**src/rtl/mem_arb_pkg.sv**
```systemverilog
// Shared encodings for the two-port memory arbiter: FSM states, owner codes
// and the winner-to-owner helper.
package mem_arb_pkg;

  localparam logic [1:0] ST_IDLE = 2'd0;
  localparam logic [1:0] ST_ACC  = 2'd1;
  localparam logic [1:0] ST_RESP = 2'd2;

  localparam logic OWN_CPU = 1'b0;
  localparam logic OWN_EXT = 1'b1;

  typedef logic [1:0] arb_state_t;

  // Winner one-hot is {ext, cpu}; anything but a lone EXT bit maps to CPU.
  function automatic logic oh_to_owner(input logic [1:0] win_oh);
    return (win_oh == 2'b10) ? OWN_EXT : OWN_CPU;
  endfunction

endpackage

```
**src/rtl/arb2_sel.sv**
```systemverilog
// Two-requester winner select. ARB_ROUND_ROBIN_EN selects alternating
// tie-break; the default build gives the CPU fixed priority.
module arb2_sel
  import mem_arb_pkg::*;
(
  input  logic       req_cpu,
  input  logic       req_ext,
  input  logic       last_owner,
  output logic [1:0] win_oh
);

`ifdef ARB_ROUND_ROBIN_EN
  // On a tie the side that was not granted last wins.
  always_comb begin
    win_oh = 2'b00;
    if (req_cpu && req_ext) begin
      if (last_owner == OWN_CPU) begin
        win_oh = 2'b10;
      end else begin
        win_oh = 2'b01;
      end
    end else begin
      win_oh = {req_ext, req_cpu};
    end
  end
`else
  logic last_owner_unused_s;
  assign last_owner_unused_s = last_owner;

  // CPU always beats EXT.
  always_comb begin
    win_oh = 2'b00;
    if (req_cpu) begin
      win_oh = 2'b01;
    end else if (req_ext) begin
      win_oh = 2'b10;
    end else begin
      win_oh = 2'b00;
    end
  end
`endif

endmodule

```
**src/rtl/mem_arbiter.sv**
```systemverilog
// Two-port (CPU / loader-debug) arbiter onto one synchronous memory,
// one access per two cycles. ARB_ROUND_ROBIN_EN enables round-robin ties.
module mem_arbiter
  import mem_arb_pkg::*;
#(
  parameter int ADDR_W = 16,
  parameter int DATA_W = 16
) (
  input  logic              CLK,
  input  logic              Reset,
  input  logic              cpu_req,
  input  logic              cpu_we,
  input  logic [ADDR_W-1:0] cpu_addr,
  input  logic [DATA_W-1:0] cpu_wdata,
  output logic              cpu_gnt,
  output logic              cpu_rvalid,
  output logic [DATA_W-1:0] cpu_rdata,
  output logic              cpu_wait,
  input  logic              ext_req,
  input  logic              ext_we,
  input  logic [ADDR_W-1:0] ext_addr,
  input  logic [DATA_W-1:0] ext_wdata,
  output logic              ext_gnt,
  output logic              ext_rvalid,
  output logic [DATA_W-1:0] ext_rdata,
  output logic              mem_en,
  output logic              mem_we,
  output logic [ADDR_W-1:0] mem_addr,
  output logic [DATA_W-1:0] mem_wdata,
  input  logic [DATA_W-1:0] mem_rdata
);

  arb_state_t        state_r;
  arb_state_t        state_nx_s;
  logic              owner_r;
  logic              we_r;
  logic              last_owner_s;
  logic [1:0]        win_oh_s;
  logic              arb_go_s;
  logic              win_ext_s;
  logic              sel_we_s;
  logic [ADDR_W-1:0] sel_addr_s;
  logic [DATA_W-1:0] sel_wdata_s;

  logic              mem_en_r;
  logic              mem_we_r;
  logic [ADDR_W-1:0] mem_addr_r;
  logic [DATA_W-1:0] mem_wdata_r;
  logic              cpu_gnt_r;
  logic              ext_gnt_r;
  logic              cpu_rvalid_r;
  logic              ext_rvalid_r;

`ifdef ARB_ROUND_ROBIN_EN
  logic last_owner_r;

  // Remember the most recent winner for tie-breaking.
  always_ff @(posedge CLK) begin
    if (Reset) begin
      last_owner_r <= OWN_EXT;
    end else if (arb_go_s) begin
      last_owner_r <= win_ext_s;
    end else begin
      last_owner_r <= last_owner_r;
    end
  end

  assign last_owner_s = last_owner_r;
`else
  assign last_owner_s = OWN_EXT;
`endif

  arb2_sel u_sel (
    .req_cpu    (cpu_req),
    .req_ext    (ext_req),
    .last_owner (last_owner_s),
    .win_oh     (win_oh_s)
  );

  // Arbitration happens only in IDLE and RESP; a request in RESP is a new access.
  always_comb begin
    arb_go_s    = 1'b0;
    win_ext_s   = oh_to_owner(win_oh_s);
    sel_we_s    = cpu_we;
    sel_addr_s  = cpu_addr;
    sel_wdata_s = cpu_wdata;
    state_nx_s  = ST_IDLE;
    if (win_ext_s == OWN_EXT) begin
      sel_we_s    = ext_we;
      sel_addr_s  = ext_addr;
      sel_wdata_s = ext_wdata;
    end else begin
      sel_we_s    = cpu_we;
      sel_addr_s  = cpu_addr;
      sel_wdata_s = cpu_wdata;
    end
    case (state_r)
      ST_IDLE, ST_RESP: begin
        arb_go_s   = (win_oh_s != 2'b00);
        state_nx_s = arb_go_s ? ST_ACC : ST_IDLE;
      end
      ST_ACC:  state_nx_s = ST_RESP;
      default: state_nx_s = ST_IDLE;
    endcase
  end

  // State, captured request and registered outputs; reset abandons any access.
  always_ff @(posedge CLK) begin
    if (Reset) begin
      state_r      <= ST_IDLE;
      owner_r      <= OWN_CPU;
      we_r         <= 1'b0;
      mem_en_r     <= 1'b0;
      mem_we_r     <= 1'b0;
      mem_addr_r   <= {ADDR_W{1'b0}};
      mem_wdata_r  <= {DATA_W{1'b0}};
      cpu_gnt_r    <= 1'b0;
      ext_gnt_r    <= 1'b0;
      cpu_rvalid_r <= 1'b0;
      ext_rvalid_r <= 1'b0;
    end else begin
      state_r      <= state_nx_s;
      mem_en_r     <= arb_go_s;
      mem_we_r     <= arb_go_s & sel_we_s;
      mem_addr_r   <= arb_go_s ? sel_addr_s : {ADDR_W{1'b0}};
      mem_wdata_r  <= arb_go_s ? sel_wdata_s : {DATA_W{1'b0}};
      cpu_gnt_r    <= arb_go_s & (win_ext_s == OWN_CPU);
      ext_gnt_r    <= arb_go_s & (win_ext_s == OWN_EXT);
      cpu_rvalid_r <= (state_r == ST_ACC) & ~we_r & (owner_r == OWN_CPU);
      ext_rvalid_r <= (state_r == ST_ACC) & ~we_r & (owner_r == OWN_EXT);
      if (arb_go_s) begin
        owner_r <= win_ext_s;
        we_r    <= sel_we_s;
      end else begin
        owner_r <= owner_r;
        we_r    <= we_r;
      end
    end
  end

  assign mem_en     = mem_en_r;
  assign mem_we     = mem_we_r;
  assign mem_addr   = mem_addr_r;
  assign mem_wdata  = mem_wdata_r;
  assign cpu_gnt    = cpu_gnt_r;
  assign ext_gnt    = ext_gnt_r;
  assign cpu_rvalid = cpu_rvalid_r;
  assign ext_rvalid = ext_rvalid_r;
  // Read data arrives straight from the memory in RESP, gated to the owner.
  assign cpu_rdata  = cpu_rvalid_r ? mem_rdata : {DATA_W{1'b0}};
  assign ext_rdata  = ext_rvalid_r ? mem_rdata : {DATA_W{1'b0}};
  assign cpu_wait   = cpu_req & ~(cpu_rvalid_r | (cpu_gnt_r & cpu_we));

endmodule

```
**config.mk**
```make
export PLATFORM = sky130hd
export DESIGN_NAME = mem_arbiter
export DESIGN_NICKNAME = d
export VERILOG_FILES = /design/src/rtl/mem_arb_pkg.sv /design/src/rtl/arb2_sel.sv /design/src/rtl/mem_arbiter.sv
export SDC_FILE = /design/constraint.sdc
export NUM_CORES = 1
export LEC_CHECK = 0
export BUFFER_PORTS_ARGS = -buffer_cell sky130_fd_sc_hd__buf_2
export CAP_MARGIN = 40
export CELL_PAD_IN_SITES_DETAIL_PLACEMENT = 2
export CELL_PAD_IN_SITES_GLOBAL_PLACEMENT = 2
export CORE_MARGIN = 2
export CORE_UTILIZATION = 16
export CTS_BUF_LIST = sky130_fd_sc_hd__clkbuf_16
export DETAILED_ROUTE_END_ITERATION = 10
export PLACE_DENSITY_LB_ADDON = 0.1
export SYNTH_ARGS = -nofsm -noshare
export SYNTH_HDL_FRONTEND = slang
export SYNTH_SLANG_ARGS = --single-unit
```
**constraint.sdc**
```tcl
create_clock -name CLK -period 1.3 [get_ports CLK]
set_clock_uncertainty 0.1 [all_clocks]
set_input_delay 0.195 -clock CLK [delete_from_list [all_inputs] [get_ports CLK]]
set_output_delay 0.195 -clock CLK [all_outputs]
set_load 0.05 [all_outputs]
```
==> impl_metrics.env <==
export IMPL_relSlewSlack=0.8200
export IMPL_tightest_slew_ns=0.2719
export IMPL_synth_compound_area_share=0.1742
export IMPL_pwr_share_comb=0.266
export IMPL_max_freq_ghz=0.7320
export IMPL_yosysSeqAreaShare=0.4626
export IMPL_pin_count=157
export IMPL_power_switching_mw=1.111
export IMPL_cts_max_level=2
export IMPL_p_seq_frac=0.389
export IMPL_synthesis_nets=290
export IMPL_place_hpwl_mm=5.255
export IMPL_pre_cts_ws_ns=-0.05478
export IMPL_max_vdd_ir_drop_v=0.0004074
export IMPL_holdWs_ns=0.05284
export IMPL_failed_checks="negative setup slack"
export IMPL_cp_max_fo=9
export IMPL_synthXorXnorAreaFrac=0
export IMPL_synthAdderAreaFrac=0
export IMPL_row_count=38
export IMPL_yosysTopAreaCellShare=0.4626
export IMPL_fillers=1212
export IMPL_cts_tree="done"
export IMPL_status="finished, violations left"
export IMPL_synthDistinctLibCells=22
export IMPL_core_mm2=0.01084
export IMPL_drt_total_wl_mm=7.139
export IMPL_synth_mux_area_frac=0
export IMPL_start_util=0.1637
export IMPL_drt_first_pass_iters=4
export IMPL_wire_per_inst_um=13.94
export IMPL_ant_nets=0
export IMPL_grt_pass1_wl_mm=10.56
export IMPL_power_total_mw=3.483
export IMPL_die_w_um=109.3
export IMPL_final_hold_viol_count=0
export IMPL_port_buffers=156
export IMPL_ys_warn_count=0
export IMPL_p_sw_frac=0.3190
export IMPL_hold_path_class="in2reg"
export IMPL_clk_pin_slew_ns=0.06
export IMPL_globalplace_congestion=0.6775
export IMPL_antenna_found_initial=0
export IMPL_critPathKind="reg2out"
export IMPL_diodes=0
export IMPL_grt_max_degree=31
export IMPL_synthSimpleGateAreaFrac=0.2877
export IMPL_cp_arrival_ns=1.07
export IMPL_netlist_top_cells_area="dfxtp_1 46%, a21oi_2 14%, nand2_1 14%"
export IMPL_grt_ovfl_total=0
export IMPL_syn_inst=204
export IMPL_clk_latency_ns=0.28
export IMPL_first_global_vias=2051
export IMPL_period_share=1.051
export IMPL_dr_first_iter_drc_count=29
export IMPL_numCtsBuffers=5
export IMPL_vias=2004
export IMPL_syn_area_per_cell_um2=8.697
export IMPL_layout_nets=457
export IMPL_drv_cap=0
export IMPL_grtUsageTotal=0.1149
export IMPL_final_cell_mix="121 x buf_2, 64 x nand2_1, 38 x dfxtp_1"
export IMPL_area_growth_pct=89.92
export IMPL_tns_ns=-1.347
export IMPL_clkSinkCount=41
export IMPL_drive_gt1_frac=0.6613
export IMPL_maxSlewViolCount=0
export IMPL_die_h_um=109.3
export IMPL_cp_end_kind="output pin"
export IMPL_via_per_inst=3.914
export IMPL_cp_start_kind="register"
export IMPL_clkPwrFrac=0.345
export IMPL_clockBufferDepth=2
export IMPL_synth_top_family_by_area="simple AND/OR/NAND/NOR gates"
export IMPL_holdBufCountCts=0
export IMPL_layout_setup_ws_ns=-0.06621
export IMPL_rsz0062_at_grt="true"
export IMPL_setup_viol_count_final=34
export IMPL_required_ns=1.00
export IMPL_synth_area_leader_cell="dfxtp_1"
export IMPL_syn_area_mm2=0.001774
export IMPL_p_per_area_mw_per_mm2=1034
export IMPL_root_buffer="clkbuf_16"
export IMPL_synth_seq_cells=41
export IMPL_cellInternalPower_mw=2.372
export IMPL_drc=0
export IMPL_die_area_mm2=0.01195
export IMPL_final_common_cell="buf_2"
export IMPL_min_period_ns=1.366
export IMPL_p_leak_nw=1.665
[layer usage]
| layer | share of wire | track usage |
|---|---|---|
| met1 | 0.37 | 0.1224 |
| met2 | 0.54 | 0.2169 |
| met3 | 0.087 | 0.03734 |
| met4 | 0.0067 | 0.02984 |
| met5 | 0 | 0 |
[area by class of cell]
class | instances | area (um^2) | share of cell area
clock inverter | 3 | 13.76 | 0.004085
sequential | 41 | 832.0 | 0.2469
clock buffer | 5 | 125.1 | 0.03713
inverter | 4 | 15.01 | 0.004456
timing repair buffer | 174 | 1304 | 0.3869
tap | 140 | 175.2 | 0.05199
multi-input combinational | 145 | 904.6 | 0.2685
[state kept, by name, summed over array words and instances, names as in the netlist]
register / cells
cpu_gnt: 1
cpu_rvalid: 1
ext_gnt: 1
ext_rvalid: 1
mem_addr: 16
mem_wdata: 16
mem_we: 1
owner_r: 1
state_r: 2
we_r: 1
[through the flow]
step,std cells,area [um^2],util
final,512,3369,0.3108
after global routing,512,3369,0.3108
after CTS,508,3218,0.2969
after detailed placement,499,2803,0.2585
after global placement,499,2803,0.2585
after floorplan,204,1833,-
[final timing paths]
kind / startpoint / to / slack [ns] / cells past startpoint
setup / recovery: ext_rvalid / ext_rdata[7] / -0.07 / 3
setup reg to reg: state_r[0] / mem_addr[3] / 0.02 / 3
hold / removal: ext_wdata[11] / mem_wdata[11] / 0.05 / 3
hold reg to reg: owner_r / cpu_rvalid / 0.34 / 1
[repair_timing]
action | CTS | global route
gates cloned | 1 | 2
pin swaps | 4 | 1
endpoints found under the setup margin | 68 | 37
resized for setup | 79 | 25
setup buffers | 0 | 2
[cell families after synthesis]
| family | count (synthesis) |
|---|---|
| AO/OA/AOI/OAI | 38 |
| AND/OR/NAND/NOR | 107 |
| buffers and inverters | 18 |
| flip-flops | 41 |
[cells in the mapped netlist, drive strengths merged]
cell type  instances
nand2             64
dfxtp             41
a21oi             33
and2              32
buf               12
inv                4
nor3               4
a211oi             2
clkbuf             2
or3                2
a22oi              1
and2b              1
nand2b             1
nor2               1
nor2b              1
nor3b              1
o21ai              1
o31ai              1
[critical path, stage by stage (launching register included)]
cell     delay [ns]
dfxtp_4        0.35
buf_12         0.13
and2_2         0.17
buf_6          0.15
[power by group through the flow]
stage	sequential, mW	combinational, mW	clock [mW]
floorplan	1.62	0.319	0
global placement	1.39	0.833	0
detailed placement	1.39	0.842	0
CTS	1.36	0.903	1.26
global route	1.36	1.00	1.31
finish	1.36	0.926	1.20
Power figures use the tool's default switching activity.
